**src/rtl/apb_bridge_mux.sv**
```systemverilog
// Host-to-APB4 bridge with NSLV-way address decode, wait-state support and error return.
// Optional ACCESS watchdog enabled by defining APB_BRIDGE_TIMEOUT_EN.
module apb_bridge_mux #(
  parameter int                    ADDR_WIDTH  = 32,
  parameter int                    NSLV        = 4,
  parameter logic [ADDR_WIDTH-1:0] BASE_ADDR   = 32'h4000_0000,
  parameter int                    SLV_SHIFT   = 12,
  parameter int                    TIMEOUT_CYC = 256
) (
  input  logic                  PCLK,
  input  logic                  PRESETn,
  input  logic                  HSEL,
  input  logic [ADDR_WIDTH-1:0] HADDR,
  input  logic                  HWRITE,
  input  logic [3:0]            HBE,
  input  logic [31:0]           HWDATA,
  output logic [31:0]           HRDATA,
  output logic                  HREADY,
  output logic                  HRESP,
  output logic [NSLV-1:0]       PSEL,
  output logic                  PENABLE,
  output logic [ADDR_WIDTH-1:0] PADDR,
  output logic                  PWRITE,
  output logic [3:0]            PSTRB,
  output logic [31:0]           PWDATA,
  input  logic [NSLV*32-1:0]    PRDATA,
  input  logic [NSLV-1:0]       PREADY,
  input  logic [NSLV-1:0]       PSLVERR
);

  localparam int IW = (NSLV > 1) ? $clog2(NSLV) : 1;

  typedef enum logic [1:0] {S_IDLE, S_SETUP, S_ACCESS, S_DONE} state_t;

  state_t                state_q, state_d;
  logic [IW-1:0]         idx_q, idx_d;
  logic [NSLV-1:0]       psel_q, psel_d;
  logic                  penable_q, penable_d;
  logic [ADDR_WIDTH-1:0] paddr_q, paddr_d;
  logic                  pwrite_q, pwrite_d;
  logic [3:0]            pstrb_q, pstrb_d;
  logic [31:0]           pwdata_q, pwdata_d;
  logic [31:0]           hrdata_q, hrdata_d;
  logic                  hready_q, hready_d;
  logic                  hresp_q, hresp_d;
`ifdef APB_BRIDGE_TIMEOUT_EN
  logic [15:0]           cnt_q, cnt_d;
`endif

  logic [ADDR_WIDTH-1:0] off;
  logic [ADDR_WIDTH-1:0] slot;
  logic                  hit;
  logic                  sel_ready;
  logic                  sel_err;
  logic [31:0]           sel_rdata;

  // Slot index is compared at full width so addresses far above the window still miss.
  assign off  = HADDR - BASE_ADDR;
  assign slot = off >> SLV_SHIFT;
  assign hit  = (HADDR >= BASE_ADDR) && (slot < ADDR_WIDTH'(NSLV));

  assign sel_ready = PREADY[idx_q];
  assign sel_err   = PSLVERR[idx_q];
  assign sel_rdata = PRDATA[{idx_q, 5'd0} +: 32];

  always_comb begin
    state_d   = state_q;
    idx_d     = idx_q;
    psel_d    = psel_q;
    penable_d = penable_q;
    paddr_d   = paddr_q;
    pwrite_d  = pwrite_q;
    pstrb_d   = pstrb_q;
    pwdata_d  = pwdata_q;
    hrdata_d  = hrdata_q;
    hready_d  = 1'b0;
    hresp_d   = hresp_q;
`ifdef APB_BRIDGE_TIMEOUT_EN
    cnt_d     = cnt_q;
`endif
    case (state_q)
      S_IDLE: begin
        if (HSEL) begin
          if (hit) begin
            idx_d             = slot[IW-1:0];
            psel_d            = '0;
            psel_d[slot[IW-1:0]] = 1'b1;
            penable_d         = 1'b0;
            paddr_d           = HADDR;
            pwrite_d          = HWRITE;
            pstrb_d           = HWRITE ? HBE : 4'h0;
            pwdata_d          = HWDATA;
            state_d           = S_SETUP;
          end else begin
            hrdata_d = 32'h0;
            hresp_d  = 1'b1;
            hready_d = 1'b1;
            state_d  = S_DONE;
          end
        end
      end
      S_SETUP: begin
        penable_d = 1'b1;
        state_d   = S_ACCESS;
`ifdef APB_BRIDGE_TIMEOUT_EN
        cnt_d     = 16'h0;
`endif
      end
      S_ACCESS: begin
        if (sel_ready) begin
          hrdata_d  = pwrite_q ? 32'h0 : sel_rdata;
          hresp_d   = sel_err;
          hready_d  = 1'b1;
          psel_d    = '0;
          penable_d = 1'b0;
          state_d   = S_DONE;
        end
`ifdef APB_BRIDGE_TIMEOUT_EN
        // A late PREADY in the final watchdog cycle still completes normally.
        else if (cnt_q == 16'(TIMEOUT_CYC - 1)) begin
          hrdata_d  = 32'h0;
          hresp_d   = 1'b1;
          hready_d  = 1'b1;
          psel_d    = '0;
          penable_d = 1'b0;
          state_d   = S_DONE;
        end else begin
          cnt_d = cnt_q + 16'h1;
        end
`endif
      end
      default: begin
        state_d = S_IDLE;
      end
    endcase
  end

  always_ff @(posedge PCLK or negedge PRESETn) begin
    if (!PRESETn) begin
      state_q   <= S_IDLE;
      idx_q     <= '0;
      psel_q    <= '0;
      penable_q <= 1'b0;
      paddr_q   <= '0;
      pwrite_q  <= 1'b0;
      pstrb_q   <= 4'h0;
      pwdata_q  <= 32'h0;
      hrdata_q  <= 32'h0;
      hready_q  <= 1'b0;
      hresp_q   <= 1'b0;
`ifdef APB_BRIDGE_TIMEOUT_EN
      cnt_q     <= 16'h0;
`endif
    end else begin
      state_q   <= state_d;
      idx_q     <= idx_d;
      psel_q    <= psel_d;
      penable_q <= penable_d;
      paddr_q   <= paddr_d;
      pwrite_q  <= pwrite_d;
      pstrb_q   <= pstrb_d;
      pwdata_q  <= pwdata_d;
      hrdata_q  <= hrdata_d;
      hready_q  <= hready_d;
      hresp_q   <= hresp_d;
`ifdef APB_BRIDGE_TIMEOUT_EN
      cnt_q     <= cnt_d;
`endif
    end
  end

  assign PSEL    = psel_q;
  assign PENABLE = penable_q;
  assign PADDR   = paddr_q;
  assign PWRITE  = pwrite_q;
  assign PSTRB   = pstrb_q;
  assign PWDATA  = pwdata_q;
  assign HRDATA  = hrdata_q;
  assign HREADY  = hready_q;
  assign HRESP   = hresp_q;

endmodule

```
**config.mk**
```make
export PLATFORM = sky130hd
export DESIGN_NAME = apb_bridge_mux
export DESIGN_NICKNAME = d
export VERILOG_FILES = /design/src/rtl/apb_bridge_mux.sv
export SDC_FILE = /design/constraint.sdc
export NUM_CORES = 1
export LEC_CHECK = 0
export BUFFER_PORTS_ARGS = -buffer_cell sky130_fd_sc_hd__buf_2
export CAP_MARGIN = 20
export CORE_ASPECT_RATIO = 2
export CORE_UTILIZATION = 35
export DETAILED_ROUTE_END_ITERATION = 8
export PLACE_DENSITY_LB_ADDON = 0.2
export SLEW_MARGIN = 10
export SYNTH_ARGS = -nofsm -noshare
export SYNTH_HDL_FRONTEND = slang
export SYNTH_SLANG_ARGS = --single-unit
```
**constraint.sdc**
```tcl
create_clock -name PCLK -period 2.51 [get_ports PCLK]
set_input_delay 0.251 -clock PCLK [delete_from_list [all_inputs] [get_ports PCLK]]
set_output_delay 0.251 -clock PCLK [all_outputs]
set_load 0.01 [all_outputs]
```
Word-level counts from Yosys, hierarchy flattened
Cells that the tools add are included.
{ "op_classes": {"n_addsub": 1, "n_lt_le_gt_ge": 5, "eq_ne": 6, "shift": 1, "n_mux": 32, "reduce_logical": 10} }
{ "op_table": {"columns": ["cell", "n"], "rows": [
  ["two-way mux 32 bit", 4],
  ["variable part select 128 x 8 -> 32 bit", 1],
  ["one-hot mux 32 bit (2 select lines)", 1],
  ["greater-or-equal comparator 32 x 31 -> 1 bit (second input constant)", 1],
  ["subtractor 32 x 31 -> 32 bit (second input constant)", 1],
  ["less-than comparator 20 x 3 -> 1 bit (second input constant)", 1],
  ["two-way mux 4 bit", 4],
  ["two-way mux 1 bit", 12],
  ["AND reduction 4 bit", 3],
  ["inequality test 2 bit (second input constant)", 4],
  ["one-hot mux 4 bit (2 select lines)", 1],
  ["less-than comparator 2 x 3 -> 1 bit (second input constant)", 2],
  ["two-way mux 2 bit", 3],
  ["one-hot mux 2 bit (3 select lines)", 1],
  ["binary-select mux 1 bit (select 2 bit)", 2],
  ["one-hot mux 1 bit (2 select lines)", 2],
  ["one-hot mux 1 bit (3 select lines)", 1],
  ["AND reduction 3 bit", 1],
  ["nonzero test 3 bit", 1],
  ["demux 1 bit (select 2 bit)", 1],
  ["equality test 2 x 1 -> 1 bit (second input constant)", 1],
  ["equality test 2 bit (second input constant)", 1],
  ["greater-or-equal comparator 2 x 1 -> 1 bit (second input constant)", 1],
  ["logical AND 1 bit", 2],
  ["3 further kinds", 3]
]} }
{ "word_totals": {"regBits": 112, "input_bits": 208, "output_inout_bits": 108, "elab_cells": 66} }

Longest topological paths before layout
Gate-level depths: netlist of the first run.
{ "logic_depth": {"ltp_word": 8, "mapped_depth": 9, "depth_no_buf": 7} }

Worst setup path before layout of the first run
Ideal clock, no wire load.
{ "synth_path": {"path_type": "reg2reg", "start": "register idx_q[0]", "end": "register hrdata_q[26] (netlist: HRDATA[26])", "setup_ns": 0.128, "t_arrival_ns": 1.935, "required_time_ns": 2.382, "path_slack_ns": 0.447, "stages_incl_launch_ff": 8, "n_path_buf": 3, "period_less_slack_ns": 2.063, "path_cell_list": "dfrtp_1 buf_2 mux4_2 o21ai_1 a31o_2 buf_2 buf_2 o21ai_0"} }
{ "synth_between": {"elab_chain_len": 4, "word_cells_on_any_way": 8, "cone_classes": "eq/ne (1); shift (1); mux (5); reduce/logical (1)"} }
{ "synth_rtl": {"columns": ["item", "line_no", "text"], "rows": [
  ["start, declared", "36", "logic [IW-1:0] idx_q, idx_d;"],
  ["start signal, assigned", "156", "idx_q <= idx_d;"],
  ["variable part select 128 x 8 -> 32 bit / binary-select mux 1 bit (select 2 bit) (equally long branches)", "64, 62", null],
  ["two-way mux 32 bit / two-way mux 1 bit (equally long branches)", "111, 62", null],
  ["two-way mux 32 bit / inequality test 2 bit (equally long branches)", null, null],
  ["one-hot mux 32 bit (2 select lines) / AND reduction 4 bit (equally long branches)", null, null],
  ["end signal, assigned", "163", "hrdata_q <= hrdata_d;"],
  ["end, declared", "43", "logic [31:0] hrdata_q, hrdata_d;"]
]} }
Several ways; a longest one is shown, not always the timed one. The select of a mux whose other input is x is not followed.
A chain may end at the register's enable or synchronous reset.

Final worst setup path of the first run
{ "layout_path": {"start": "register state_q[1]", "end": "register hrdata_q[23] (netlist: HRDATA[23])"} }
{ "layout_between": {"elab_chain_len": 3, "word_cells_on_any_way": 8, "cone_classes": "eq/ne (4); mux (1); reduce/logical (3)"} }
{ "layout_rtl": {"columns": ["item", "line_no", "text"], "rows": [
  ["start, declared", "35", "state_t state_q, state_d;"],
  ["start signal, assigned", "155", "state_q <= state_d;"],
  ["equality test 2 bit / zero test 2 bit (equally long branches)", "81", "case (state_q)"],
  ["inequality test 2 bit (no line) / nonzero test 2 bit (equally long branches)", null, null],
  ["AND reduction 4 bit (no line)", null, null]
]} }
Several ways; a longest one is shown, not always the timed one.

==> results of run 1 <==
-- cell usage after synthesis, drive strengths merged --
cell / n / area share, %
mux2: 47 / 13
a21boi: 1 / 0.14
or2: 1 / 0.12
ha: 4 / 0.96
nor2: 5 / 0.36
dfrtp: 110 / 53
a21o: 1 / 0.14
or4: 2 / 0.36
nand4: 3 / 0.36
a31o: 1 / 0.17
o41ai: 2 / 0.33
buf: 14 / 2.0
clkbuf: 12 / 0.86
mux4: 34 / 15
o31ai: 2 / 0.29
o21ai: 42 / 4.0
nand2: 78 / 5.6
and2: 17 / 2.0
a22o: 1 / 0.17
o2bb2ai: 2 / 0.33
or4b: 1 / 0.19
inv: 5 / 0.36
and4b: 1 / 0.19
nor4: 3 / 0.65
nand2b: 1 / 0.12
-- metrics by stage --
step	cells	total power, uW	setup slack [ns]	hold slack, ns
3_3_place_gp	878	3750	0.384	0.359
4_1_cts	895	5320	0.392	0.116
5_1_grt	895	5580	0.222	0.110
3_5_place_dp	878	3820	0.351	0.361
2_1_floorplan	390	3100	0.447	-0.0446
6_report	895	5230	0.355	0.132
-- layer usage --
layer	vias up	share of wire, %	wire length [um]
met4	8	1.1	161
met3	20	11	1550
met5	-	0.38	55
li1	2003	-	-
met2	244	52	7510
met1	2020	35	5090
-- cell type report --
type / instances / area [sq um] / share of cell area [%]
Inverter: 5 / 18.8 / 0.257
Sequential cell: 110 / 2750 / 37.7
Clock inverter: 5 / 66.3 / 0.907
Timing Repair Buffer: 323 / 1680 / 23.0
Multi-Input combinational cell: 249 / 2310 / 31.6
Tap cell: 192 / 240 / 3.28
Clock buffer: 11 / 243 / 3.32
-- registers in the layout, indices dropped and copies added, names as in the netlist --
signal	count
HRDATA	32
HREADY	1
HRESP	1
PADDR	31
PENABLE	1
PSEL	4
PSTRB	4
PWDATA	32
PWRITE	1
idx_q	1
state_q	2
-- power by group --
group | switching [uW] | internal, uW | total, uW
clock network | 653 | 815 | 1470
registers | 160 | 2050 | 2210
logic | 932 | 619 | 1550
-- kinds of logic after synthesis --
logic type,count (synthesis)
flops,110
fa+ha+maj,4
compound gates,52
simple gates,112
buf+inv,31
mux,81
-- worst paths after layout --
kind                               to  slack [ns]  depth (start not counted)
setup / recovery           HRDATA[23]        0.36                          7
hold / removal                PSEL[0]        0.13                          2
setup reg to reg           HRDATA[23]        0.36                          7
hold reg to reg             HRDATA[3]        0.48                          2
max in group asynchronous     PSEL[3]        1.26                          3
min in group asynchronous   PWDATA[3]        0.51                          2
==> metrics.md, run 1 <==
| Metric | Value |
|---|---|
| Result of the run | `completed` |
| Gates resized, CTS repair | `0` |
| Hold path start | `HADDR[12]` |
| Power density of the placed cells | `715 nW/um^2` |
| Final setup violation count | `0` |
| Utilization after layout | `50.4%` |
| Critical path launch point type | `register` |
| Initial antenna violation count | `4` |
| Number of warnings printed during yosys synthesis | `0` |
| Layout area overhead | `39.8%` |
| Unrepaired setup endpoints after global routing | `false` |
| Data required time at the worst endpoint | `2.72 ns` |
| Detailed-route wire length per cell | `16.0 um` |
| Max-slew violation count | `0` |
| Simple-gate share of the synthesized area | `9.97%` |
| Via count of the first global-routing pass | `4509` |
| Number of top-level design ports | `316` |
| Path class of the lowest-slack min-delay path | `input port to register` |
| Worst setup skew after layout | `0.00968 ns` |
| Share of the synthesized netlist area taken by xor and xnor gates | `0%` |
| Worst slew margin relative to its limit | `50.2%` |
| Crit path capture type | `register` |
| Kind of cell with the highest combined delay on the critical path | `compound AO/OA/AOI/OAI gates` |
| Adder-cell share of the synthesized area | `0.957%` |
| Height of the die | `175 um` |
| Remaining antenna violation count after routing | `0` |
| Met2 Usage GRT | `33.9%` |
| Clk sinks | `110` |
| Combinational family with the most area after synthesis | `multiplexers` |
| Top library cells by usage in the layout, fill and taps aside | `sky130_fd_sc_hd__buf_2, sky130_fd_sc_hd__dfrtp_1, sky130_fd_sc_hd__nand2_1, sky130_fd_sc_hd__mux2_4, sky130_fd_sc_hd__o21ai_0` |
| Unique masters post-synth | `31` |
| Peak-usage layer in the global routing report | `met2` |
| Effective utilization at floorplan | `36.1%` |
| Placeable core region | `14500 sq um` |
| Cell with the biggest individual delay on the critical path | `sky130_fd_sc_hd__dfrtp_1` |
| Number of max-cap violations | `0` |
| Final critical delay including setup and external delays | `2.15 ns` |
| Inserted Clock Buffers | `9` |
| Average via count per standard cell | `4.80` |
| Critical Path AT | `2.37 ns` |
| Number of rows created at floorplan | `62` |
| Global-route wire length before repair | `22200 um` |
| Crit-path max cell delay | `0.42 ns` |
| Fin crit share | `85.9%` |
| Deepest level of the CTS H-tree | `3` |
| Highest attainable clock frequency | `464 MHz` |
| Proportion of layout cells with a drive suffix above 1 | `60.2%` |
| Number of diodes | `0` |
| Maximum number of buffers from clock root to sink | `2` |
| Number of detailed-routing iterations run before antenna repair | `4` |
| I/O Buffers | `315` |
| Number of buffer and inverter stages on the critical path | `2` |
| Global Route met3 Usage | `6.75%` |
| Global-route usage over all layers | `18.9%` |
| Final hold violations | `0` |
| Sum Neg Setup Slack | `0 ns` |
| Finished Cell Area | `7310 sq um` |
| X dimension of the die | `88.4 um` |
| Startpoint of the most critical register-to-register path | `state_q[1]` |
| Hold Buf Count CTS | `1` |
| # Post-CTS Setup Buffers | `0` |
| Leak pwr | `0.00404 uW` |
| Source of the critical timing path | `state_q[1]` |
| Path type of the worst setup path | `register to register` |
| Share of the synthesized area in compound gates (AO/OA/AOI/OAI) | `5.60%` |
| Overflow left after global routing | `0` |
| Multiplexer share of the synthesized area | `27.6%` |
| Clock Latency Late Sink | `0.34 ns` |
| Die Area | `15500 sq um` |
| Placed wire-length estimate | `11600 um` |
| Residual DRC | `0` |
| Post-synthesis average cell area | `13.4 sq um` |
| Post-placement cell area | `6990 sq um` |
| Critical path, cell by cell | `inv_1 -> ha_1 -> mux2_2 -> o21ai_1 -> a31o_2 -> buf_12 -> o21ai_0` |
| Iteration-0 DRC count of the detailed router | `111` |
| Total Routed Length | `14400 um` |
| Fin nets | `910` |
| Number of synthesized register bits | `110` |
| Clock root buffer | `sky130_fd_sc_hd__clkbuf_16` |
| Commonest non-fill, non-tap cell in the layout | `sky130_fd_sc_hd__buf_2` |
| Met1 Usage GRT | `20.3%` |
| Final weighted congestion in routability-driven placement | `0.836` |
| Largest net degree at the start of global routing | `75` |
| Vias post-DR | `4295` |
| Portion of the post-synthesis area used by sequential elements | `52.6%` |
| Worst VDD drop | `0.417 mV` |
| Fill cell total of the finished layout | `1326` |
| TritonCTS clock tree | `done` |
| Transition time at the pin with the least slew margin | `0.747 ns` |
| Maximum fanout along the worst path | `66` |
| Post-synthesis instance area | `5230 sq um` |
| Synthesized Nets | `602` |
| Post-synthesis instance total | `390` |
| Register clock-pin slew on the reported worst setup and hold paths | `0.08 ns` |
Power figures use the tool's default switching activity.
==> run 2, diff against run 1 <==
--- a/config.mk
+++ b/config.mk
@@ -5,6 +5,7 @@
 export SDC_FILE = /design/constraint.sdc
 export NUM_CORES = 1
 export LEC_CHECK = 0
+export ABC_AREA = 1
 export BUFFER_PORTS_ARGS = -buffer_cell sky130_fd_sc_hd__buf_2
 export CAP_MARGIN = 20
 export CORE_ASPECT_RATIO = 2
==> metrics.md, run 2 <==
| Metric | Value |
|---|---|
| Result of the run | `completed` |
| Via count of the first global-routing pass | `5704 (+27%)` |
| Most numerous cell in the Yosys netlist | `sky130_fd_sc_hd__nand2_1` |
| Worst slew margin relative to its limit | `54.1% (+3.9 points)` |
| Maximum number of buffers from clock root to sink | `2 (unchanged)` |
| Cell type with the highest aggregate area in the netlist | `sky130_fd_sc_hd__dfrtp_1` |
| Clock root buffer | `sky130_fd_sc_hd__clkbuf_16` |
| # Post-CTS Setup Buffers | `0 (unchanged)` |
| Height of the die | `186 um (+6.2%)` |
| Worst VDD drop | `0.357 mV (-14%)` |
| Startpoint of the most critical register-to-register path | `state_q[0]` |
| Final weighted congestion in routability-driven placement | `0.823 (-1.5%)` |
| Detailed-route wire length per cell | `13.7 um (-15%)` |
| Initial antenna violation count | `3 (-1)` |
| Internal power consumption | `3520 uW (+0.92%)` |
| Clock network fraction of design power | `25.1% (-3.0 points)` |
| Synthesized Nets | `1011 (+68%)` |
| Switching share of power | `38.4% (+5.0 points)` |
| Number of detailed-routing iterations run before antenna repair | `5 (+1)` |
| EDFF count, synth | `0 (unchanged)` |
| Fin crit share | `81.0% (-4.8 points)` |
| Top library cells by usage in the layout, fill and taps aside | `sky130_fd_sc_hd__buf_2, sky130_fd_sc_hd__nand2_1, sky130_fd_sc_hd__inv_1, sky130_fd_sc_hd__dfrtp_1, sky130_fd_sc_hd__a21oi_1` |
| Placed wire-length estimate | `13500 um (+17%)` |
| Reg2Reg Capture Point | `HRDATA[12]` |
| Register-to-register setup slack | `0.48 ns (+0.12 ns)` |
| Critical Path AT | `2.31 ns (-0.06 ns)` |
| Power density of the placed cells | `718 nW/um^2 (+0.32%)` |
| Post-route met1 wirelength | `6700 um (+32%)` |
| Transition time at the pin with the least slew margin | `0.689 ns (-0.0580 ns)` |
| Unrepaired setup endpoints after global routing | `false` |
| Fraction of registers with async set or reset after synthesis | `100% (unchanged)` |
| Prevailing post-synth register cell | `sky130_fd_sc_hd__dfrtp_1` |
| Critical path launch point type | `register` |
| Effective utilization at floorplan | `36.1% (+0.065 points)` |
| Post-synthesis average cell area | `7.39 sq um (-45%)` |
| Remaining antenna violation count after routing | `0 (unchanged)` |
| Iteration-0 DRC count of the detailed router | `108 (-2.7%)` |
| Worst setup skew after layout | `0.0116 ns (+0.00189 ns)` |
| Residual DRC | `0 (unchanged)` |
| Logic depth of the worst register-to-register path | `9 (+2)` |
| Sum Neg Setup Slack | `0 ns (unchanged)` |
| Switching power total | `2190 uW (+26%)` |
| Register clock-pin slew on the reported worst setup and hold paths | `0.08 ns (about the same)` |
| Unique masters post-synth | `26 (-16%)` |
| X dimension of the die | `93.9 um (+6.1%)` |
| Synth top area cells | `sky130_fd_sc_hd__dfrtp_1, sky130_fd_sc_hd__nand2_1, sky130_fd_sc_hd__inv_1` |
| Number of synthesized register bits | `110 (unchanged)` |
| Commonest non-fill, non-tap cell in the layout | `sky130_fd_sc_hd__buf_2` |
| Path class of the lowest-slack min-delay path | `input port to register` |
| Crit path capture type | `register` |
| Largest net degree at the start of global routing | `66 (-12%)` |
| Global-route usage over all layers | `20.7% (+1.9 points)` |
| Placeable core region | `16400 sq um (+13%)` |
| Capturing element of the worst setup path | `HRDATA[12]` |
| TritonCTS clock tree | `done` |
| Number of rows created at floorplan | `66 (+6.5%)` |
| Comb power frac | `36.1% (+6.5 points)` |
| Clk sinks | `110 (unchanged)` |
| Share of power burned in registers | `38.8% (-3.5 points)` |
| Utilization after layout | `48.7% (-1.7 points)` |
| Overflow left after global routing | `0 (unchanged)` |
| Post-synthesis instance total | `799 (+100%)` |
| Proportion of layout cells with a drive suffix above 1 | `35.2% (-25 points)` |
| Fraction of post-synthesis cell area in the top cell type by area | `46.6% (-6.0 points)` |
| Post-synthesis instance area | `5910 sq um (+13%)` |
| Clock Latency Late Sink | `0.35 ns (about the same)` |
| Source of the critical timing path | `state_q[0]` |
| Number of max-cap violations | `0 (unchanged)` |
| Met2 routed wirelength | `9710 um (+29%)` |
| Final setup violation count | `0 (unchanged)` |
| Portion of the post-synthesis area used by sequential elements | `46.6% (-6.0 points)` |
| Detailed-routed wire length on met3 | `1070 um (-31%)` |
| I/O Buffers | `315 (unchanged)` |
| Number of top-level design ports | `316 (unchanged)` |
| Fin nets | `1305 (+43%)` |
| Highest attainable clock frequency | `492 MHz (+6.0%)` |
| Total Routed Length | `17900 um (+25%)` |
| Maximum fanout along the worst path | `32 (-52%)` |
| Fill cell total of the finished layout | `1736 (+31%)` |
| Deepest level of the CTS H-tree | `3 (unchanged)` |
| Global-route wire length before repair | `28000 um (+26%)` |
| Inserted Clock Buffers | `9 (unchanged)` |
| Max-slew violation count | `0 (unchanged)` |
| Average via count per standard cell | `4.55 (-5.2%)` |
| Power, Total | `5710 uW (+9.2%)` |
| Final critical delay including setup and external delays | `2.03 ns (-0.122 ns)` |
| Topmost layer with routed signal wires | `met4` |
| Final hold violations | `0 (unchanged)` |
| Leak pwr | `0.00451 uW (+12%)` |
| Number of warnings printed during yosys synthesis | `0 (unchanged)` |
| Data required time at the worst endpoint | `2.79 ns (+0.07 ns)` |
| Vias post-DR | `5943 (+38%)` |
| Path type of the worst setup path | `register to register` |
| Layout area overhead | `34.7%` |
| Die Area | `17400 sq um (+13%)` |
| Most frequent cells after synthesis | `sky130_fd_sc_hd__nand2_1, sky130_fd_sc_hd__inv_1, sky130_fd_sc_hd__dfrtp_1` |
==> run 2: changes by cell type in the layout (fill, tap and decap cells not counted), sizes merged, moves of 8 or more <==
cell / previous run / this run
o21ai: 42 / 50
nand3: 0 / 82
mux2: 47 / 0
buf: 322 / 330
a21oi: 0 / 66
nor2: 5 / 19
and2: 17 / 0
nand2: 78 / 293
inv: 7 / 121
mux4: 34 / 0
==> run 2: worst max-delay path, cell delays in order, from the launching register on <==
cell and delay (ns):
sky130_fd_sc_hd__dfrtp_1 0.41, sky130_fd_sc_hd__inv_1 0.10, sky130_fd_sc_hd__ha_1 0.42, sky130_fd_sc_hd__inv_1 0.12, sky130_fd_sc_hd__nor2_2 0.09, sky130_fd_sc_hd__buf_4 0.34
sky130_fd_sc_hd__nand2_1 0.12, sky130_fd_sc_hd__a21oi_1 0.17, sky130_fd_sc_hd__nand3_1 0.09, sky130_fd_sc_hd__nand2_1 0.08
==> run 2: area by class of cell <==
| class | count | area [sq um] | area share (%) |
|---|---|---|---|
| clock inverter | 7 | 77.6 | 0.975 |
| antenna | 4 | 10.0 | 0.126 |
| clock buffer | 9 | 225 | 2.83 |
| tap | 204 | 255 | 3.21 |
| multi-input combinational | 522 | 2430 | 30.6 |
| sequential | 110 | 2760 | 34.6 |
| inverter | 119 | 449 | 5.64 |
| timing repair buffer | 331 | 1750 | 22.0 |
==> run 2: power by group through the flow <==
| stage | combinational, uW | clock (uW) | sequential, uW |
|---|---|---|---|
| floorplan | 1230 | 0 | 2350 |
| global placement | 2070 | 0 | 2240 |
| detailed placement | 2110 | 0 | 2240 |
| CTS | 2100 | 1500 | 2220 |
| global route | 2330 | 1540 | 2250 |
| finish | 2060 | 1440 | 2220 |
==> run 2: repair_timing <==
item | CTS | global route
gates resized for setup | 0 | 0
endpoints found under the hold margin | 25 | 0
hold buffers | 1 | 0
==> run 2: worst min-delay path by stage <==
stage                     slack, ns        from    endpoint  cells past startpoint
final                          0.11    HADDR[5]    PADDR[5]                      3
after global routing           0.09  HWDATA[17]  PWDATA[17]                      3
after CTS                      0.09  HWDATA[20]  PWDATA[20]                      3
after detailed placement       0.20     PRESETn   PWDATA[2]                      1
after global placement         0.20     PRESETn   PWDATA[2]                      1
after floorplan               -0.04     PRESETn   HRDATA[0]                      0
==> run 2: cells by family (layout without fill, tap and decap cells) <==
family	count (synthesis)	count (layout)	synth area share, %
other cells	0	4	0
simple gates	400	400	30.1
fa+ha+maj	4	4	0.847
compound gates	118	118	10.3
buf+inv	167	466	12.2
flops	110	110	46.6
==> run 2: metrics by stage <==
step	instance area (sq um)	cells	hold slack, ns	setup WS, ns
2_1_floorplan	5910	799	-0.0446	0.924
3_3_place_gp	7630	1285	0.200	0.536
3_5_place_dp	7630	1285	0.197	0.481
4_1_cts	7950	1302	0.0890	0.455
5_1_grt	7960	1305	0.0912	0.234
6_report	7960	1306	0.106	0.477
==> run 2: per-layer routing <==
layer  vias to the layer above  GRT usage [%]
li1                       3050              -
met5                         -              0
met4                         0           8.62
met2                       213           39.3
met3                        20           4.21
met1                      2660           21.6
==> run 3, diff against run 2 <==
--- a/config.mk
+++ b/config.mk
@@ -5,7 +5,7 @@
 export SDC_FILE = /design/constraint.sdc
 export NUM_CORES = 1
 export LEC_CHECK = 0
-export ABC_AREA = 1
+export ABC_AREA = 0
 export BUFFER_PORTS_ARGS = -buffer_cell sky130_fd_sc_hd__buf_2
 export CAP_MARGIN = 20
 export CORE_ASPECT_RATIO = 2
==> constraint.sdc (replaced) <==
create_clock -name PCLK -period 2.1 [get_ports PCLK]
set_input_delay 0.21 -clock PCLK [delete_from_list [all_inputs] [get_ports PCLK]]
set_output_delay 0.21 -clock PCLK [all_outputs]
set_load 0.01 [all_outputs]
==> metrics.md, run 3 (synthesized netlist as in run 1, its figures left out) <==
| Metric | Value |
|---|---|
| Result of the run | `completed` |
| Deepest level of the CTS H-tree | `3 (unchanged)` |
| Number of detailed-routing iterations run before antenna repair | `4 (-1)` |
| Height of the die | `175 um (-5.8%)` |
| Logic depth of the worst register-to-register path | `6 (-3)` |
| Top library cells by usage in the layout, fill and taps aside | `sky130_fd_sc_hd__buf_2, sky130_fd_sc_hd__dfrtp_1, sky130_fd_sc_hd__nand2_1, sky130_fd_sc_hd__mux2_4, sky130_fd_sc_hd__o21ai_0` |
| X dimension of the die | `88.4 um (-5.8%)` |
| Critical Path AT | `2.17 ns (-0.14 ns)` |
| Largest net degree at the start of global routing | `75 (+14%)` |
| Topmost layer with routed signal wires | `met5` |
| Final setup violation count | `0 (unchanged)` |
| Path class of the lowest-slack min-delay path | `input port to register` |
| Post-placement cell area | `7030 sq um (-7.9%)` |
| Detailed-routed wire length on met3 | `1300 um (+22%)` |
| Power density of the placed cells | `869 nW/um^2 (+21%)` |
| Crit path capture type | `register` |
| Internal power consumption | `4330 uW (+23%)` |
| Switching share of power | `32.4% (-6.0 points)` |
| Data required time at the worst endpoint | `2.33 ns (-0.46 ns)` |
| Fill cell total of the finished layout | `1332 (-23%)` |
| Maximum number of buffers from clock root to sink | `2 (unchanged)` |
| # Post-CTS Setup Buffers | `0 (unchanged)` |
| Hold Crit Endpoint | `PADDR[1]` |
| Vias post-DR | `4330 (-27%)` |
| Maximum fanout along the worst path | `74 (+130%)` |
| I/O Buffers | `315 (unchanged)` |
| Crit-path max cell delay | `0.41 ns (about the same)` |
| Share of power burned in registers | `41.4% (+2.6 points)` |
| Dpl ws | `0.0226 ns (-0.458 ns)` |
| Worst setup skew after layout | `0.00628 ns (-0.00529 ns)` |
| Switching power total | `2080 uW (-5.3%)` |
| Clk sinks | `110 (unchanged)` |
| Final critical delay including setup and external delays | `1.94 ns (-0.0935 ns)` |
| Highest attainable clock frequency | `516 MHz (+4.8%)` |
| Worst slew margin relative to its limit | `56.8% (+2.7 points)` |
| Placed wire-length estimate | `11500 um (-15%)` |
| Worst VDD drop | `0.620 mV (+74%)` |
| Total Routed Length | `14300 um (-20%)` |
| Initial antenna violation count | `2 (-1)` |
| Overflow left after global routing | `0 (unchanged)` |
| Clock network fraction of design power | `28.8% (+3.7 points)` |
| Number of rows created at floorplan | `62 (-6.1%)` |
| Critical path, cell by cell | `inv_1 -> ha_1 -> buf_4 -> nand4_1 -> buf_12 -> mux2_2` |
| TritonCTS clock tree | `done` |
| Critical path launch point type | `register` |
| Final hold violations | `0 (unchanged)` |
| Residual DRC | `0 (unchanged)` |
| Unrepaired setup endpoints after global routing | `false` |
| Layout area overhead | `40.8%` |
| Number of diodes | `0 (-4)` |
| Clock Latency Late Sink | `0.35 ns (about the same)` |
| Area taken by flip-flops and latches | `2750 sq um (about the same)` |
| Max-slew violation count | `0 (unchanged)` |
| Final weighted congestion in routability-driven placement | `0.830 (+0.81%)` |
| Cell with the biggest individual delay on the critical path | `sky130_fd_sc_hd__dfrtp_1` |
| Global-route usage over all layers | `18.8% (-1.9 points)` |
| Detailed-route wire length per cell | `15.9 um (+16%)` |
| Total area of multi-input combinational cells | `2320 sq um (-4.8%)` |
| Comb power frac | `29.8% (-6.3 points)` |
| Finished Cell Area | `7370 sq um (-7.4%)` |
| Power, Total | `6400 uW (+12%)` |
| Global-route wire length before repair | `21900 um (-22%)` |
| Register-to-register setup slack | `0.16 ns (-0.32 ns)` |
| Effective utilization at floorplan | `36.1% (-0.065 points)` |
| Hold path start | `HADDR[1]` |
| Startpoint of the most critical register-to-register path | `state_q[0]` |
| Average via count per standard cell | `4.82 (+6.0%)` |
| Die Area | `15500 sq um (-11%)` |
| Transition time at the pin with the least slew margin | `0.648 ns (-0.0408 ns)` |
| Remaining antenna violation count after routing | `0 (unchanged)` |
| Register clock-pin slew on the reported worst setup and hold paths | `0.07 ns (about the same)` |
| Sum Neg Setup Slack | `0 ns (unchanged)` |
| Proportion of layout cells with a drive suffix above 1 | `60.5% (+25 points)` |
| Inserted Clock Buffers | `9 (unchanged)` |
| Number of max-cap violations | `0 (unchanged)` |
| Clock root buffer | `sky130_fd_sc_hd__clkbuf_16` |
| Commonest non-fill, non-tap cell in the layout | `sky130_fd_sc_hd__buf_2` |
| Post-route met1 wirelength | `5340 um (-20%)` |
| Cell depth of the worst hold path | `2 (-1)` |
| Iteration-0 DRC count of the detailed router | `82 (-24%)` |
| Placeable core region | `14500 sq um (-11%)` |
| Number of top-level design ports | `316 (unchanged)` |
| Fin crit share | `92.4% (+11 points)` |
| Reg2Reg Capture Point | `PWDATA[0]` |
| Leak pwr | `0.00407 uW (-9.8%)` |
| Met2 routed wirelength | `7450 um (-23%)` |
| Via count of the first global-routing pass | `4417 (-23%)` |
| Final setup margin | `0.160 ns (-0.316 ns)` |
| Path type of the worst setup path | `register to register` |
| Utilization after layout | `50.8% (+2.1 points)` |
| Fin nets | `913 (-30%)` |
==> run 3: timing repair <==
item,CTS,global route
hold endpoints to repair,38,0
hold buffers,1,0
resized for setup,0,1
endpoints found under the setup margin,0,22
==> run 3: worst max-delay path by stage <==
| stage | end | startpoint | depth (start not counted) |
|---|---|---|---|
| floorplan | HRDATA[26] | idx_q[0] | 7 |
| global placement | PWDATA[10] | HADDR[15] | 6 |
| detailed placement | PWDATA[20] | HADDR[15] | 6 |
| CTS | HRDATA[23] | state_q[0] | 7 |
| global route | HRDATA[18] | state_q[0] | 7 |
| finish | PWDATA[0] | state_q[0] | 6 |
==> run 3: critical path: cells and delay by family, from the launching register on <==
family	cells	cell delay, ns
buffers and inverters	3	0.61
adder cells (fa/ha/maj)	1	0.23
multiplexers	1	0.39
AND/OR/NAND/NOR	1	0.13
flip-flops	1	0.41
==> run 3: through the flow <==
stage	std cells	hold slack [ns]
2_1_floorplan	390	-0.0856
3_3_place_gp	881	0.206
3_5_place_dp	881	0.223
4_1_cts	898	0.0733
5_1_grt	898	0.0754
6_report	898	0.0878
==> run 3: final cells by class <==
| type | instances | share of cell area [%] |
|---|---|---|
| well taps | 192 | 3.26 |
| repair buffers | 326 | 23.3 |
| inverters | 5 | 0.255 |
| clock buffers | 11 | 3.29 |
| multi-input cells | 249 | 31.4 |
| flip-flops and latches | 110 | 37.4 |
| clock inverters | 5 | 1.10 |
==> run 3: power groups by stage <==
stage	registers (uW)	logic, uW	clock network [uW]
global route	2690	2130	1970
CTS	2660	1930	1900
global placement	2670	1890	0
floorplan	2810	895	0
detailed placement	2690	1940	0
finish	2650	1910	1840
==> run 3: layer usage <==
metal	up-vias	GRT usage [%]
met5	-	0
met4	4	6.45
met3	17	5.15
met2	240	34.1
met1	2060	20.3
li1	2009	-
